--- src/rtl/trivium_pkg.sv ---
// Shared definitions for the Trivium sequencing controller.
//   ctrl_state_t      : controller state encoding
//   SIG_*             : bit positions in the core's one-hot status word
//   DEF_KEY_W/BLK_LEN : default key width and bytes per data strobe
package trivium_pkg;

  typedef enum logic [2:0] {
    ST_IDLE,
    ST_SHIFT_KEY,
    ST_WAIT_INIT,
    ST_READY,
    ST_STROBE,
    ST_STREAM,
    ST_DRAIN,
    ST_ERR
  } ctrl_state_t;

  localparam int unsigned SIG_WAIT_DATA    = 2;
  localparam int unsigned SIG_SECRET_READY = 4;
  localparam int unsigned SIG_ERROR        = 5;

  localparam int unsigned DEF_KEY_W   = 80;
  localparam int unsigned DEF_BLK_LEN = 256;

endpackage

--- src/rtl/trivium_out_fifo.sv ---
// Single-clock output FIFO for the keystream bytes.
//   push/wdata : write side; ignored when full
//   pop/rdata  : read side; rdata is the current head, pop ignored when empty
//   full/empty : occupancy flags
//   count      : number of stored entries (0..DEPTH)
module trivium_out_fifo #(
  parameter int unsigned DEPTH = 256,
  parameter int unsigned WIDTH = 8
) (
  input  logic                     clk,
  input  logic                     rst_n,
  input  logic                     push,
  input  logic [WIDTH-1:0]         wdata,
  input  logic                     pop,
  output logic [WIDTH-1:0]         rdata,
  output logic                     full,
  output logic                     empty,
  output logic [$clog2(DEPTH):0]   count
);

  localparam int unsigned AW = (DEPTH > 1) ? $clog2(DEPTH) : 1;
  localparam int unsigned CW = $clog2(DEPTH) + 1;

  logic [WIDTH-1:0] mem_q [DEPTH];
  logic [AW-1:0]    wr_ptr_q, wr_ptr_d;
  logic [AW-1:0]    rd_ptr_q, rd_ptr_d;
  logic [CW-1:0]    count_q, count_d;
  logic             do_push, do_pop;

  assign full    = (count_q == CW'(DEPTH));
  assign empty   = (count_q == '0);
  assign count   = count_q;
  assign rdata   = mem_q[rd_ptr_q];
  assign do_push = push && !full;
  assign do_pop  = pop && !empty;

  always_comb begin
    wr_ptr_d = wr_ptr_q;
    rd_ptr_d = rd_ptr_q;
    count_d  = count_q;
    // Explicit wrap keeps non-power-of-two depths correct.
    if (do_push) begin
      wr_ptr_d = (wr_ptr_q == AW'(DEPTH - 1)) ? '0 : wr_ptr_q + 1'b1;
    end
    if (do_pop) begin
      rd_ptr_d = (rd_ptr_q == AW'(DEPTH - 1)) ? '0 : rd_ptr_q + 1'b1;
    end
    case ({do_push, do_pop})
      2'b10:   count_d = count_q + 1'b1;
      2'b01:   count_d = count_q - 1'b1;
      default: count_d = count_q;
    endcase
  end

  always_ff @(posedge clk or negedge rst_n) begin
    if (!rst_n) begin
      wr_ptr_q <= '0;
      rd_ptr_q <= '0;
      count_q  <= '0;
    end else begin
      wr_ptr_q <= wr_ptr_d;
      rd_ptr_q <= rd_ptr_d;
      count_q  <= count_d;
    end
  end

  // Storage needs no reset: contents are only visible through count.
  always_ff @(posedge clk) begin
    if (do_push) begin
      mem_q[wr_ptr_q] <= wdata;
    end
  end

endmodule

--- src/rtl/trivium_ctrl.sv ---
// Sequencing controller for the Trivium keystream core.
//   clk, rst (async, active low)
//   key_in/key_valid/key_ready     : 80-bit key handshake (accepted in IDLE only)
//   din/din_valid/din_ready        : plaintext byte that starts one block
//   dout/dout_valid/dout_ready     : buffered keystream bytes to the host
//   busy, err                      : status; err is sticky until reset
//   core_key/core_strob_key        : serial key, MSB first, 80-cycle strobe
//   core_data/core_strob_data      : block byte and one-cycle block strobe
//   core_fifo_cnd                  : FIFO fill state reported to the core
//   core_stream/core_wt_sgn        : core output byte and write strobe
//   core_sign_reg                  : core one-hot status
module trivium_ctrl
  import trivium_pkg::*;
#(
  parameter int unsigned KEY_W        = DEF_KEY_W,
  parameter int unsigned BLK_LEN      = DEF_BLK_LEN,
  parameter int unsigned FIFO_DEPTH   = 256,
  parameter int unsigned INIT_TIMEOUT = 2048
) (
  input  logic             clk,
  input  logic             rst,
  input  logic [KEY_W-1:0] key_in,
  input  logic             key_valid,
  output logic             key_ready,
  input  logic [7:0]       din,
  input  logic             din_valid,
  output logic             din_ready,
  output logic [7:0]       dout,
  output logic             dout_valid,
  input  logic             dout_ready,
  output logic             busy,
  output logic             err,
  output logic             core_key,
  output logic             core_strob_key,
  output logic [7:0]       core_data,
  output logic             core_strob_data,
  output logic [1:0]       core_fifo_cnd,
  input  logic [7:0]       core_stream,
  input  logic             core_wt_sgn,
  input  logic [7:0]       core_sign_reg
);

  localparam int unsigned KCW = (KEY_W > 1) ? $clog2(KEY_W) : 1;
  localparam int unsigned TW  = $clog2(INIT_TIMEOUT) + 1;
  localparam int unsigned BCW = $clog2(BLK_LEN) + 1;
  localparam int unsigned FCW = $clog2(FIFO_DEPTH) + 1;

  ctrl_state_t      state_q, state_d;
  logic [KEY_W-1:0] key_sr_q, key_sr_d;
  logic [KCW-1:0]   bit_cnt_q, bit_cnt_d;
  logic [TW-1:0]    timer_q, timer_d;
  logic [BCW-1:0]   blk_cnt_q, blk_cnt_d;
  logic [7:0]       core_data_q, core_data_d;
  logic             strob_q, strob_d;
  logic [1:0]       fifo_cnd_q, fifo_cnd_d;

  logic             fifo_push, fifo_pop;
  logic             fifo_full, fifo_empty;
  logic [7:0]       fifo_rdata;
  logic [FCW-1:0]   fifo_count;
  logic             wt_err;
  logic             head_valid;
  logic             sign_unused;

  // Only the Wait_Data bit steers the controller.
  assign sign_unused = ^core_sign_reg;

  assign fifo_push  = core_wt_sgn && (state_q == ST_STREAM) && !fifo_full;
  assign wt_err     = core_wt_sgn && ((state_q != ST_STREAM) || fifo_full);
  assign head_valid = !fifo_empty && (state_q != ST_ERR);
  assign fifo_pop   = head_valid && dout_ready;

  trivium_out_fifo #(
    .DEPTH (FIFO_DEPTH),
    .WIDTH (8)
  ) u_fifo (
    .clk   (clk),
    .rst_n (rst),
    .push  (fifo_push),
    .wdata (core_stream),
    .pop   (fifo_pop),
    .rdata (fifo_rdata),
    .full  (fifo_full),
    .empty (fifo_empty),
    .count (fifo_count)
  );

  always_comb begin
    state_d     = state_q;
    key_sr_d    = key_sr_q;
    bit_cnt_d   = bit_cnt_q;
    timer_d     = timer_q;
    blk_cnt_d   = blk_cnt_q;
    core_data_d = core_data_q;

    unique case (state_q)
      ST_IDLE: begin
        if (key_valid) begin
          key_sr_d  = key_in;
          bit_cnt_d = '0;
          state_d   = ST_SHIFT_KEY;
        end
      end
      ST_SHIFT_KEY: begin
        key_sr_d  = {key_sr_q[KEY_W-2:0], 1'b0};
        bit_cnt_d = bit_cnt_q + 1'b1;
        if (bit_cnt_q == KCW'(KEY_W - 1)) begin
          timer_d = '0;
          state_d = ST_WAIT_INIT;
        end
      end
      ST_WAIT_INIT: begin
        timer_d = timer_q + 1'b1;
        // Core readiness wins over a timeout landing in the same cycle.
        if (core_sign_reg[SIG_WAIT_DATA]) begin
          state_d = ST_READY;
        end else if (timer_q == TW'(INIT_TIMEOUT - 1)) begin
          state_d = ST_ERR;
        end
      end
      ST_READY: begin
        if (din_valid && fifo_empty) begin
          core_data_d = din;
          state_d     = ST_STROBE;
        end
      end
      ST_STROBE: begin
        blk_cnt_d = '0;
        state_d   = ST_STREAM;
      end
      ST_STREAM: begin
        if (fifo_push) begin
          blk_cnt_d = blk_cnt_q + 1'b1;
          if (blk_cnt_d == BCW'(BLK_LEN)) begin
            state_d = ST_DRAIN;
          end
        end
      end
      ST_DRAIN: begin
        if (fifo_empty && core_sign_reg[SIG_WAIT_DATA]) begin
          state_d = ST_READY;
        end
      end
      ST_ERR: begin
        state_d = ST_ERR;
      end
      default: begin
        state_d = ST_ERR;
      end
    endcase

    if (wt_err) begin
      state_d = ST_ERR;
    end

    // The strobe is registered off the STROBE state so core_data is
    // already stable for a full cycle when the core sees it.
    strob_d = (state_q == ST_STROBE) && (state_d == ST_STREAM);

    // Three-level fill state: 00 empty, 01 partially filled, 10 full.
    fifo_cnd_d = {fifo_count == FCW'(FIFO_DEPTH),
                  (fifo_count != '0) && (fifo_count != FCW'(FIFO_DEPTH))};

    // Output decode.
    key_ready       = rst && (state_q == ST_IDLE);
    din_ready       = (state_q == ST_READY) && fifo_empty;
    dout_valid      = head_valid;
    dout            = head_valid ? fifo_rdata : '0;
    busy            = (state_q != ST_IDLE) && (state_q != ST_READY);
    err             = (state_q == ST_ERR);
    core_strob_key  = (state_q == ST_SHIFT_KEY);
    core_key        = (state_q == ST_SHIFT_KEY) ? key_sr_q[KEY_W-1] : 1'b0;
    core_data       = core_data_q;
    core_strob_data = strob_q;
    core_fifo_cnd   = fifo_cnd_q;
  end

  always_ff @(posedge clk or negedge rst) begin
    if (!rst) begin
      state_q     <= ST_IDLE;
      key_sr_q    <= '0;
      bit_cnt_q   <= '0;
      timer_q     <= '0;
      blk_cnt_q   <= '0;
      core_data_q <= '0;
      strob_q     <= 1'b0;
      fifo_cnd_q  <= '0;
    end else begin
      state_q     <= state_d;
      key_sr_q    <= key_sr_d;
      bit_cnt_q   <= bit_cnt_d;
      timer_q     <= timer_d;
      blk_cnt_q   <= blk_cnt_d;
      core_data_q <= core_data_d;
      strob_q     <= strob_d;
      fifo_cnd_q  <= fifo_cnd_d;
    end
  end

endmodule

--- config.mk ---
export PLATFORM = sky130hd
export DESIGN_NAME = trivium_ctrl
export DESIGN_NICKNAME = d
export VERILOG_FILES = /design/src/rtl/trivium_pkg.sv /design/src/rtl/trivium_out_fifo.sv /design/src/rtl/trivium_ctrl.sv
export SDC_FILE = /design/constraint.sdc
export NUM_CORES = 2
export LEC_CHECK = 0
export CORE_MARGIN = 1.5
export CORE_UTILIZATION = 55
export DETAILED_ROUTE_END_ITERATION = 16
export GPL_ROUTABILITY_DRIVEN = 0
export PLACE_DENSITY = 0.74
export SYNTH_ARGS = -nofsm -noshare
export SYNTH_HDL_FRONTEND = slang
export SYNTH_SLANG_ARGS = --single-unit
--- constraint.sdc ---
create_clock -name clk -period 5.2 [get_ports clk]
set_input_delay 0.52 -clock clk [delete_from_list [all_inputs] [get_ports clk]]
set_output_delay 0.52 -clock clk [all_outputs]
set_load 0.005 [all_outputs]
==> out/results.tsv <==
metric	value	unit
dpl hpwl	138000	µm
Mean Syn Cell Area	19.2	µm²
via count	46900	
area delta synth->final	13.0	%
first-pass GRT wire length	322000	µm
HP Class	in -> reg	
Ys Warns	0	
CTS tree	built	
antenna violations before repair	5	
Tot GR Track Use	28.3	%
fillers	10400	
crit path DAT	4.84	ns
Site Rows	145	
DR WL/cell	31.9	µm
combinational share of power	22.6	%
Final Power	44.3	mW
worst skew pair latency	0.85	ns
failing checks	negative setup slack	
Fin. Hold Viols	0	
Post-Route Skew	0.0265	ns
Port Buf Inserts	128	
sw power	12.1	mW
Worst slew margin	13.9	%
f_max	0.186	GHz
Starting Density	55.3	%
final number of setup-violating endpoints	5	
H-Tree Depth	4	
flops & latches, synth	2195	
register share of total power	44.6	%
CTS root buffer	clkbuf_16	
RSZ-0062 raised after global routing	no	
Least-Margin Pin Slew	1.29	ns
asr flop ratio synth	6.70	%
status	finished, violations left	
fin cells	7060	
die footprint	0.160	mm²
clock network power share	32.8	%
Worst setup EP type	primary output	
DRC violations left	0	
Post-Synthesis Cell Area	0.0865	mm²
Critical Path RT	4.68	ns
critical path fanouts, max	12	
Yosys cell types	78	
Sink Count	2195	
CP startpoint kind	register	
critical path type	reg -> out	
Core ar.	0.156	mm²
first-pass detailed-route iteration total	7	
DR iter-0 viols	7280	
I/O pins	136	
number of clock buffers inserted by TritonCTS	208	
largest net degree at the start of global routing	137	
Net Sw Frac	27.3	%
maximum buffer depth of the clock tree	3	
syn_nets	4640	
Fin Setup TNS	-0.354	ns
Clock Pin Slew Worst Setup and Hold Paths	0.07	ns
Seq/Total Area, Yosys	75.4	%
Core Util, Final	62.6	%
commonest non-fill, non-tap cell in the layout	edfxtp_1	
final worst path period share	103	%
drt via density	6.65	
Max Slew Vio Count	0	
Static Leak	31.7	nW
internal power	32.2	mW
vias in the first global route	46100	
number of flops mapped to enable cells by yosys	2048	
post-route ant nets	0	
grt ovf	0	
# nets final	4958	
Tmin final	5.36	ns
final wirelength	225000	µm
Chip Width	399	µm
dominant synthesized flop cell	edfxtp_1	
VDD IR-drop max	0.390	mV
Post-Syn Instances	4512	
most frequent cells in the layout	2048 x edfxtp_1, 423 x mux4_2, 400 x nor2_1	
placed cells	6656	
chip height	399	µm
fraction of layout cells with a size suffix above 1	20.5	%
PwrDens	453	mW/mm²
Max-cap violations	0	
final worst slack	-0.162	ns
through the flow:
stage / hold WS, ns / area (µm²) / setup slack, ns
after floorplan: 0.224 / 86500 / 1.71
after global placement: 0.451 / 90800 / 0.256
after detailed placement: 0.464 / 90800 / 0.197
after CTS: 0.186 / 97600 / 0.00603
after global routing: 0.260 / 97700 / 0.0114
final: 0.240 / 97700 / -0.162
routing by layer:
metal | share of wire [%] | global-route usage [%] | wire length [µm] | up-vias
met3 | 12 | 7.43 | 28200 | 560
met2 | 46 | 43.3 | 105000 | 3200
met5 | 0.0098 | 0 | 22 | -
met1 | 37 | 39.1 | 82900 | 24200
met4 | 4.2 | 11.5 | 9510 | 4
li1 | - | - | - | 19000
power by group through the flow:
stage | logic [mW] | registers, mW | clock network [mW]
final | 10.0 | 19.8 | 14.5
after floorplan | 6.73 | 20.0 | 0
after global routing | 10.5 | 19.8 | 15.3
after global placement | 9.38 | 20.2 | 0
after detailed placement | 9.49 | 20.2 | 0
after CTS | 9.90 | 19.8 | 14.6
synthesized netlist by cell type (11+ instances only):
library cell | count | area, µm²
nor4_1 | 14 | 87.6
mux4_2 | 423 | 9530
a31oi_1 | 19 | 119
nor3_1 | 20 | 100
a221oi_1 | 35 | 307
o22ai_1 | 67 | 419
a211oi_1 | 15 | 113
a21oi_1 | 73 | 365
and3_1 | 19 | 119
buf_6 | 33 | 372
a22oi_1 | 164 | 1230
mux2_2 | 16 | 180
nor2b_1 | 15 | 93.8
edfxtp_1 | 2048 | 61500
nor2_1 | 403 | 1510
mux4_1 | 15 | 394
nand4_1 | 15 | 93.8
buf_1 | 11 | 41.3
nand3_1 | 42 | 210
o211ai_1 | 11 | 82.6
nand2b_1 | 12 | 75.1
dfrtp_1 | 147 | 3680
o21ai_0 | 79 | 395
xnor2_1 | 13 | 114
buf_4 | 22 | 165
mux2i_1 | 179 | 1790
clkbuf_1 | 123 | 462
nand2_1 | 232 | 871
ha_1 | 17 | 213
a22o_1 | 23 | 201
buf_2 | 65 | 325
inv_1 | 15 | 56.3
registers in the layout, summed over array words and instances, names as in the netlist:
| register | cells |
|---|---|
| u_fifo.rd_ptr_q | 8 |
| core_strob_data | 1 |
| core_fifo_cnd | 2 |
| core_data | 8 |
| blk_cnt_q | 9 |
| u_fifo.wr_ptr_q | 8 |
| state_q | 3 |
| u_fifo.mem_q | 2048 |
| key_sr_q | 80 |
| timer_q | 12 |
| bit_cnt_q | 7 |
| u_fifo.count | 9 |
cell type report:
class	count	area [µm²]	share of cell area (%)
Antenna cell	4	10.0	0.0102
Clock buffer	260	5530	5.65
Clock inverter	118	946	0.968
Inverter	16	61.3	0.0627
Multi-Input combinational cell	2029	19700	20.2
Sequential cell	2195	65200	66.7
Tap cell	2058	2570	2.63
Timing Repair Buffer	380	3700	3.78
worst max-delay path: stages (launching register included):
cell	delay, ns
dfrtp_1	0.99
nand2b_1	0.61
buf_4	0.41
a21oi_1	0.60
nor3_4	0.11
buf_4	0.17
o32ai_2	0.49
clkdlybuf4s50_1	0.60
final timing paths:
check                                    from                   end  slack [ns]  cells after the start
min in group asynchronous                 rst          key_sr_q[28]        0.33                      2
max reg2reg                        state_q[2]  u_fifo.mem_q[163][4]        0.89                      7
min                                 key_in[0]           key_sr_q[0]        0.24                      3
max                        u_fifo.rd_ptr_q[5]               dout[0]       -0.16                      7
max in group asynchronous                 rst    u_fifo.rd_ptr_q[3]        3.48                      3
min reg2reg                       timer_q[11]           timer_q[11]        0.47                      1
what timing repair did:
item / CTS / global route
hold endpoints to repair: 92 / 0
buffers inserted: 12 / 8
pin swaps: 2 / 4
hold buffers: 1 / 0
resized for setup: 19 / 12
gates cloned: 2 / 0
setup endpoints to repair: 8 / 8
logic make-up after synthesis:
group | count (synthesis) | share of synthesized area [%]
fa+ha+maj | 18 | 0.269
mux | 633 | 13.8
xor+xnor | 18 | 0.182
buf+inv | 288 | 2.01
flops | 2195 | 75.4
simple gates | 802 | 3.91
compound gates | 558 | 4.48
(Power assumes the default switching activity.)
